<file path="config.mk">
export PLATFORM = sky130hd
export DESIGN_NAME = aia_latency_sampler_flat
export DESIGN_NICKNAME = d
export VERILOG_FILES = /design/src/rtl/aia_latency_sampler_pkg.sv /design/src/rtl/aia_latency_sampler_if.sv /design/src/rtl/aia_edge_detect.sv /design/src/rtl/aia_sample_fifo.sv /design/src/rtl/aia_latency_sampler.sv /design/src/flat_wrapper.sv
export SDC_FILE = /design/constraint.sdc
export NUM_CORES = 1
export LEC_CHECK = 0
export CELL_PAD_IN_SITES_DETAIL_PLACEMENT = 1
export CELL_PAD_IN_SITES_GLOBAL_PLACEMENT = 1
export CORE_UTILIZATION = 45
export CTS_BUF_LIST = sky130_fd_sc_hd__clkbuf_2 sky130_fd_sc_hd__clkbuf_4 sky130_fd_sc_hd__clkbuf_8
export DETAILED_ROUTE_END_ITERATION = 7
export GPL_TIMING_DRIVEN = 0
export PLACE_DENSITY = 0.72
export SLEW_MARGIN = 25
export SYNTH_ARGS = -nofsm -noshare
export SYNTH_HDL_FRONTEND = slang
export SYNTH_SLANG_ARGS = --single-unit
</file>
<file path="constraint.sdc">
create_clock -name clk_i -period 8.83 [get_ports clk_i]
set_input_delay 1.766 -clock clk_i [delete_from_list [all_inputs] [get_ports clk_i]]
set_output_delay 1.766 -clock clk_i [all_outputs]
set_load 0.005 [all_outputs]
</file>
<file path="src/rtl/aia_latency_sampler_pkg.sv">
// Shared types and constants for the interrupt-latency sampler.
package aia_latency_pkg;

    localparam int unsigned SAMPLE_W = 32;

    // Starting value of the running minimum: any real sample replaces it.
    localparam logic [SAMPLE_W-1:0] MIN_RESET = '1;

    typedef enum logic [2:0] {
        IDLE,
        CLEAR,
        RUN,
        STOP,
        CAPTURE
    } state_e;

endpackage

</file>
<file path="src/rtl/aia_latency_sampler_if.sv">
// Sample read port: the sampler presents the FIFO head, software pops it.
interface aia_latency_sampler_if #(
    parameter int unsigned CW = 32
) ();

    logic          rd_valid_o;
    logic          rd_ready_i;
    logic [CW-1:0] rd_data_o;

    modport master (
        output rd_valid_o,
        output rd_data_o,
        input  rd_ready_i
    );

    modport slave (
        input  rd_valid_o,
        input  rd_data_o,
        output rd_ready_i
    );

endinterface

</file>
<file path="src/rtl/aia_edge_detect.sv">
// Rising-edge detector: one register stage, edge = old 0 and current 1.
module aia_edge_detect (
    input  logic clk_i,
    input  logic rst_sys_ni,
    input  logic d_i,
    output logic rise_o
);

    logic d_q;

    // Remember the previous level of the input.
    always_ff @(posedge clk_i or negedge rst_sys_ni) begin
        if (!rst_sys_ni) begin
            d_q <= 1'b0;
        end else begin
            d_q <= d_i;
        end
    end

    assign rise_o = d_i & ~d_q;

endmodule

</file>
<file path="src/rtl/aia_sample_fifo.sv">
// Circular sample buffer with sticky overflow and synchronous flush.
module aia_sample_fifo #(
    parameter int unsigned DEPTH = 8,
    parameter int unsigned CW    = 32
) (
    input  logic                     clk_i,
    input  logic                     rst_sys_ni,
    input  logic                     flush_i,
    input  logic                     push_i,
    input  logic [CW-1:0]            data_i,
    output logic                     full_o,
    input  logic                     pop_i,
    output logic                     valid_o,
    output logic [CW-1:0]            data_o,
    output logic [$clog2(DEPTH):0]   level_o,
    output logic                     overflow_o
);

    localparam int unsigned AW = $clog2(DEPTH);

    logic [CW-1:0] mem [DEPTH];
    logic [AW:0]   wr_ptr_q;
    logic [AW:0]   rd_ptr_q;
    logic [CW-1:0] hold_q;
    logic          overflow_q;
    logic          empty;
    logic          do_pop;
    logic          do_push;

    assign empty   = (wr_ptr_q == rd_ptr_q);
    assign full_o  = (wr_ptr_q[AW] != rd_ptr_q[AW]) &&
                     (wr_ptr_q[AW-1:0] == rd_ptr_q[AW-1:0]);
    assign do_pop  = pop_i & ~empty;
    // A full buffer still accepts a push when the head leaves in the same cycle.
    assign do_push = push_i & (~full_o | do_pop);

    assign valid_o    = ~empty;
    // When empty, keep showing the last sample handed out instead of a stale slot.
    assign data_o     = empty ? hold_q : mem[rd_ptr_q[AW-1:0]];
    assign level_o    = wr_ptr_q - rd_ptr_q;
    assign overflow_o = overflow_q;

    // Pointer, overflow and last-popped bookkeeping.
    always_ff @(posedge clk_i or negedge rst_sys_ni) begin
        if (!rst_sys_ni) begin
            wr_ptr_q   <= '0;
            rd_ptr_q   <= '0;
            hold_q     <= '0;
            overflow_q <= 1'b0;
        end else if (flush_i) begin
            wr_ptr_q   <= '0;
            rd_ptr_q   <= '0;
            overflow_q <= 1'b0;
        end else begin
            if (do_push) begin
                wr_ptr_q <= wr_ptr_q + 1'b1;
            end
            if (do_pop) begin
                rd_ptr_q <= rd_ptr_q + 1'b1;
                hold_q   <= mem[rd_ptr_q[AW-1:0]];
            end
            if (push_i && !do_push) begin
                overflow_q <= 1'b1;
            end
        end
    end

    // Sample storage; contents are only visible once written.
    always_ff @(posedge clk_i) begin
        if (do_push && !flush_i) begin
            mem[wr_ptr_q[AW-1:0]] <= data_i;
        end
    end

endmodule

</file>
<file path="src/rtl/aia_latency_sampler.sv">
// Drives the cycle counter around a trigger/done window and logs each frozen count.
module aia_latency_sampler
    import aia_latency_pkg::*;
#(
    parameter int unsigned DEPTH  = 8,
    parameter int unsigned SETTLE = 2,
    parameter int unsigned CW     = SAMPLE_W
) (
    input  logic                     clk_i,
    input  logic                     rst_sys_ni,
    input  logic                     enable_i,
    input  logic                     trig_i,
    input  logic                     done_i,
    input  logic                     clr_i,
    output logic                     cnt_rst_o,
    output logic                     cnt_start_o,
    output logic                     cnt_stop_o,
    input  logic [CW-1:0]            counter_i,
    aia_latency_sampler_if.master    rd,
    output logic [$clog2(DEPTH):0]   level_o,
    output logic                     overflow_o,
    output logic [CW-1:0]            min_o,
    output logic [CW-1:0]            max_o,
    output logic                     busy_o
);

    localparam int unsigned SW = $clog2(SETTLE + 1);

    state_e        state_q;
    logic [SW-1:0] settle_q;
    logic          trig_rise;
    logic          done_rise;
    logic          push;
    logic          fifo_valid;
    logic [CW-1:0] fifo_data;
    logic          fifo_full;
    logic [CW-1:0] min_q;
    logic [CW-1:0] max_q;

    aia_edge_detect u_trig_edge (
        .clk_i      (clk_i),
        .rst_sys_ni (rst_sys_ni),
        .d_i        (trig_i),
        .rise_o     (trig_rise)
    );

    aia_edge_detect u_done_edge (
        .clk_i      (clk_i),
        .rst_sys_ni (rst_sys_ni),
        .d_i        (done_i),
        .rise_o     (done_rise)
    );

    // Measurement sequencer with registered counter controls.
    always_ff @(posedge clk_i or negedge rst_sys_ni) begin
        if (!rst_sys_ni) begin
            state_q     <= IDLE;
            settle_q    <= '0;
            cnt_rst_o   <= 1'b0;
            cnt_start_o <= 1'b0;
            cnt_stop_o  <= 1'b0;
        end else if (!enable_i) begin
            state_q     <= IDLE;
            settle_q    <= '0;
            cnt_rst_o   <= 1'b0;
            cnt_start_o <= 1'b0;
            cnt_stop_o  <= 1'b0;
        end else begin
            case (state_q)
                IDLE: begin
                    if (trig_rise) begin
                        state_q   <= CLEAR;
                        cnt_rst_o <= 1'b1;
                    end
                end
                CLEAR: begin
                    state_q     <= RUN;
                    cnt_rst_o   <= 1'b0;
                    cnt_start_o <= 1'b1;
                end
                RUN: begin
                    if (done_rise) begin
                        state_q    <= STOP;
                        cnt_stop_o <= 1'b1;
                        settle_q   <= '0;
                    end
                end
                STOP: begin
                    if (settle_q == SW'(SETTLE - 1)) begin
                        state_q     <= CAPTURE;
                        cnt_start_o <= 1'b0;
                        cnt_stop_o  <= 1'b0;
                    end else begin
                        settle_q <= settle_q + 1'b1;
                    end
                end
                CAPTURE: begin
                    state_q <= IDLE;
                end
                default: begin
                    state_q     <= IDLE;
                    cnt_rst_o   <= 1'b0;
                    cnt_start_o <= 1'b0;
                    cnt_stop_o  <= 1'b0;
                end
            endcase
        end
    end

    assign busy_o = (state_q != IDLE);
    assign push   = (state_q == CAPTURE) && enable_i && !clr_i;

    aia_sample_fifo #(
        .DEPTH (DEPTH),
        .CW    (CW)
    ) u_fifo (
        .clk_i      (clk_i),
        .rst_sys_ni (rst_sys_ni),
        .flush_i    (clr_i),
        .push_i     (push),
        .data_i     (counter_i),
        .full_o     (fifo_full),
        .pop_i      (rd.rd_ready_i),
        .valid_o    (fifo_valid),
        .data_o     (fifo_data),
        .level_o    (level_o),
        .overflow_o (overflow_o)
    );

    assign rd.rd_valid_o = fifo_valid;
    assign rd.rd_data_o  = fifo_data;

    // Running min/max over every captured sample, including ones the FIFO drops.
    always_ff @(posedge clk_i or negedge rst_sys_ni) begin
        if (!rst_sys_ni) begin
            min_q <= MIN_RESET[CW-1:0];
            max_q <= '0;
        end else if (clr_i) begin
            min_q <= MIN_RESET[CW-1:0];
            max_q <= '0;
        end else if (push) begin
            if (counter_i < min_q) begin
                min_q <= counter_i;
            end
            if (counter_i > max_q) begin
                max_q <= counter_i;
            end
        end
    end

    assign min_o = min_q;
    assign max_o = max_q;

endmodule

</file>
<file path="src/flat_wrapper.sv">
// flat-port wrapper written by rule: the top's interface ports become plain ports
module aia_latency_sampler_flat import aia_latency_pkg::*;
#(
    parameter int unsigned DEPTH  = 8,
    parameter int unsigned SETTLE = 2,
    parameter int unsigned CW     = SAMPLE_W
)
  (clk_i, rst_sys_ni, enable_i, trig_i, done_i, clr_i, cnt_rst_o, cnt_start_o, cnt_stop_o, counter_i, level_o, overflow_o, min_o, max_o, busy_o, rd_rd_valid_o, rd_rd_data_o, rd_rd_ready_i);
  aia_latency_sampler_if #(.CW(CW)) rd_i ();
  input  logic clk_i;
  input  logic rst_sys_ni;
  input  logic enable_i;
  input  logic trig_i;
  input  logic done_i;
  input  logic clr_i;
  output logic cnt_rst_o;
  output logic cnt_start_o;
  output logic cnt_stop_o;
  input  logic [CW-1:0] counter_i;
  output logic [$clog2(DEPTH):0] level_o;
  output logic overflow_o;
  output logic [CW-1:0] min_o;
  output logic [CW-1:0] max_o;
  output logic busy_o;
  output wire logic [$bits(rd_i.rd_valid_o)-1:0] rd_rd_valid_o;
  output wire logic [$bits(rd_i.rd_data_o)-1:0] rd_rd_data_o;
  input wire logic [$bits(rd_i.rd_ready_i)-1:0] rd_rd_ready_i;
  assign rd_rd_valid_o = rd_i.rd_valid_o;
  assign rd_rd_data_o = rd_i.rd_data_o;
  assign rd_i.rd_ready_i = rd_rd_ready_i;
  aia_latency_sampler #(.DEPTH(DEPTH), .SETTLE(SETTLE), .CW(CW)) u_core (.clk_i(clk_i), .rst_sys_ni(rst_sys_ni), .enable_i(enable_i), .trig_i(trig_i), .done_i(done_i), .clr_i(clr_i), .cnt_rst_o(cnt_rst_o), .cnt_start_o(cnt_start_o), .cnt_stop_o(cnt_stop_o), .counter_i(counter_i), .rd(rd_i), .level_o(level_o), .overflow_o(overflow_o), .min_o(min_o), .max_o(max_o), .busy_o(busy_o));
endmodule
</file>
==> summary.md <==
| Metric | Value |
|---|---|
| Setup crit start kind | flip-flop |
| Site row count | 70 |
| Top cells by area, synth | edfxtp_1 (46%), dfrtp_1 (12%), mux4_2 (8.6%) |
| Hold/Removal Path Class | flip-flop to flip-flop |
| Initial DRC count | 533 |
| Fin cells | 1916 |
| Post-Syn Area | approximately 0.017 sq mm |
| Worst Skew | approximately 32 ps |
| Pwr Density | ~190 mW/mm^2 |
| Ant diodes | 0 |
| Num CTS Buffers | 67 |
| Leakage | around 7.8 nW |
| Root Driver | clkbuf_8 |
| Skew-Pair Late Insertion Delay | 600 ps |
| CTS max path bufs | 3 |
| DP Wirelength | a little over 30000 microns |
| Async S/R FF share, synth | a little under a third |
| R2R cell count | 10 |
| Syn Inst Count | about 1200 |
| Avg Inst Size Synth | roughly 14 sq um |
| Final Slew Violations | 0 |
| Width of the chip | about 190 microns |
| WP buf/inv | 6 |
| Initial core utilization | 45.8% |
| Clock transition at path regs | around 60 ps |
| CP Launch Point | u_core.u_fifo.rd_ptr_q[1]$_DFFE_PN0P_ |
| Via Count | 10500 |
| FMAX | 150 MHz |
| Worst-Margin Slew | 964 ps |
| Peak per-stage delay on the critical path | 630 ps |
| Total wire length | between 40000 and 50000 microns |
| Reg2Reg Setup Slack | between 4000 and 5000 ps |
| Area of the core | around 0.037 sq mm |
| Count of cell types in the netlist | 59 |
| Sink Count | between 300 and 400 |
| Io pins | 145 |
| Vias per cell | ~5.5 |
| Fillers | roughly 3600 |
| Post-CTS Hold Buffers | 0 |
| Most frequent cells after synthesis | edfxtp_1 (256), nor2_1 (116), mux2i_1 (98), dfrtp_1 (83), inv_1 (75) |
| Die footprint | between 0.03 and 0.04 sq mm |
| Crit path depth | 9 |
| Min Tclk post-route | between 6000 and 7000 ps |
| PortBufs | approximately 140 |
| Vias in the first global route | between 10000 and 15000 |
| Largest net degree at the start of global routing | 63 |
| Flip-flop and latch count after synthesis | ~370 |
| Reg-to-reg endpoint | u_core.u_fifo.mem[0][2]$_DFFE_PP_ |
| Critical Path AT | slightly below 5000 ps |
| Routed wire per std cell | roughly 23 microns |
| Seq/Total Area, Yosys | between 60 and 70% |
| Inst Count DP | between 1500 and 2000 |
| GRT Overall Usage | about a quarter |
| RSZ-0062 raised after global routing | no |
| Syn. warnings | 0 |
| CP max-delay cell | buf_1 |
| Final period utilization | roughly three quarters |
| CTS resizes | 0 |
| Crit-path cells | buf_2 -> buf_1 -> inv_1 -> ha_1 -> nand4_1 -> clkbuf_1 -> clkbuf_1 -> a21oi_1 -> clkdlybuf4s50_1 |
| Outcome | finished, final reports clean |
| Crit path top cell by count | clkbuf_1 |
| H-tree depth | 3 |
| Die height | roughly 190 microns |
| DR DRC count | 0 |
| Maxcap violations | 0 |
| Final Hold Viols | 0 |
| Relative slew slack | between 30% and 40% |
| Initial antenna violation count | 0 |
| CTS tree | yes |
| Share of cells above drive strength 1 | between 10% and 20% |
| First-pass GRT wire length | between 60000 and 70000 microns |
| Synth-to-layout area growth | 22.2% |
| Setup TNS | 0 ps |
| Total Nets Final | approximately 1500 |
| Global placer's final weighted congestion | between 0.7 and 0.8 |
| EDFF count, synth | 256 |
| GRT overflow | 0 |
| # setup viols final | 0 |
| Postcts setup bufs | 0 |
| Critical path's top delay family | buffers and inverters |
| Antenna Violating Nets Remaining | 0 |
| Peak VDD IR | between 0.09 and 0.1 mV |
| Yosys top cell by area | edfxtp_1 |
| CP Class | flip-flop to output port |
| Synth top area share | 45.9% |
| Syn_nets | roughly 1300 |
| Worst Setup End Kind | output port |
| Top_reg_cell synth | edfxtp_1 |
| Required @ worst endpoint | between 7000 and 8000 ps |
| Detailed-router iteration count before antenna repair | 8 |
| Most numerous cell in the Yosys netlist | edfxtp_1 |
| Worst setup path end | rd_rd_data_o[22] |
| Worst r2r src | u_core.u_fifo.rd_ptr_q[1]$_DFFE_PN0P_ |
| Critical path fanouts, max | 10 |
area by class of cell:
class / instances / area (sq um) / area share [%]
sequential: 371 / 10600 / 51.8
multi-input combinational: 661 / 5640 / 27.5
timing repair buffer: 159 / 1720 / 8.38
clock buffer: 105 / 1240 / 6.08
tap: 468 / 586 / 2.86
inverter: 76 / 285 / 1.39
buffer: 57 / 270 / 1.32
clock inverter: 19 / 129 / 0.629
worst reg2reg max path: cells and delay by family, from the launching register on:
family,cells,cell delay (ps)
adder cells (fa/ha/maj),1,340
flip-flops,1,550
AND/OR/NAND/NOR,3,1180
AO/OA/AOI/OAI,1,130
buffers and inverters,5,1660
per-stage QoR:
step | util [%] | setup WS (ps) | hold WS [ps] | instance area, sq um | total power, mW
after detailed placement | 52.2 | 2840 | 473 | 19100 | 2.25
after CTS | 55.9 | 2180 | 486 | 20500 | 3.90
after floorplan | - | 3480 | 451 | 16800 | 2.07
final | 55.9 | 2180 | 479 | 20500 | 3.86
after global routing | 55.9 | 1970 | 504 | 20500 | 4.00
after global placement | 51.3 | 726 | 461 | 18800 | 2.24
cells by family after synthesis:
family,Yosys count,share of synthesized area [%]
xor+xnor,8,0.418
mux,162,14.5
simple gates,287,8.53
buf+inv,133,3.32
fa+ha+maj,70,5.27
flops,371,63.3
compound gates,134,4.71
sequential cells by signal, summed over array words and instances (netlist names):
register / cells
u_core.cnt_start_o: 1
u_core.min_o: 32
u_core.state_q: 3
u_core.u_trig_edge.d_q: 1
u_core.u_fifo.wr_ptr_q: 4
u_core.u_fifo.hold_q: 32
u_core.max_o: 32
u_core.u_done_edge.d_q: 1
u_core.u_fifo.overflow_o: 1
u_core.u_fifo.mem: 256
u_core.cnt_rst_o: 1
u_core.settle_q: 2
u_core.cnt_stop_o: 1
u_core.u_fifo.rd_ptr_q: 4
placed cells by master (no fill, tap or decap), drive strengths merged, types with 3 or more instances in the layout:
cell           count
a221o              3
mux2i             98
buf               44
clkinvlp           4
nand3             14
clkinv            12
dfstp             32
nand2             47
clkdlybuf4s50    142
or3                4
xnor2              7
a21oi             57
a21o              12
nand4             12
ha                69
mux4              64
edfxtp           256
dfrtp             83
nor2b              3
o21ai             44
clkbuf           135
a211oi             3
nand2b            66
nor2             117
inv               78
nor3               8
metal layers:
metal | share of wire, % | vias to the layer above | track usage [%]
met4 | 1.6 | 0 | 6.47
met5 | 0 | - | 0
met2 | 49 | 269 | 40.3
met1 | 44 | 5453 | 30.9
li1 | - | 4749 | -
met3 | 5.3 | 56 | 4.91
power by group:
group          total [mW]  switching [mW]  internal, mW  leakage (nW)
Sequential           1.93          0.0223          1.90          3.76
Clock                1.64           0.714         0.930         0.726
Combinational       0.287           0.147         0.140          3.33
Total                3.86           0.883          2.98          7.81
how the worst min path moves through the flow:
stage,cells past startpoint,to,from,slack [ps]
finish,2,u_core.u_fifo.hold_q[0]$_DFFE_PN0P_,u_core.u_fifo.hold_q[0]$_DFFE_PN0P_,480
floorplan,2,u_core.u_fifo.hold_q[0]$_DFFE_PN0P_,u_core.u_fifo.hold_q[0]$_DFFE_PN0P_,450
global placement,2,u_core.u_fifo.hold_q[0]$_DFFE_PN0P_,u_core.u_fifo.hold_q[0]$_DFFE_PN0P_,460
global route,2,u_core.u_fifo.hold_q[15]$_DFFE_PN0P_,u_core.u_fifo.hold_q[15]$_DFFE_PN0P_,500
detailed placement,2,u_core.u_fifo.hold_q[24]$_DFFE_PN0P_,u_core.u_fifo.hold_q[24]$_DFFE_PN0P_,470
CTS,2,u_core.u_fifo.hold_q[24]$_DFFE_PN0P_,u_core.u_fifo.hold_q[24]$_DFFE_PN0P_,490
Note: power is estimated with default switching activity, not from simulation.
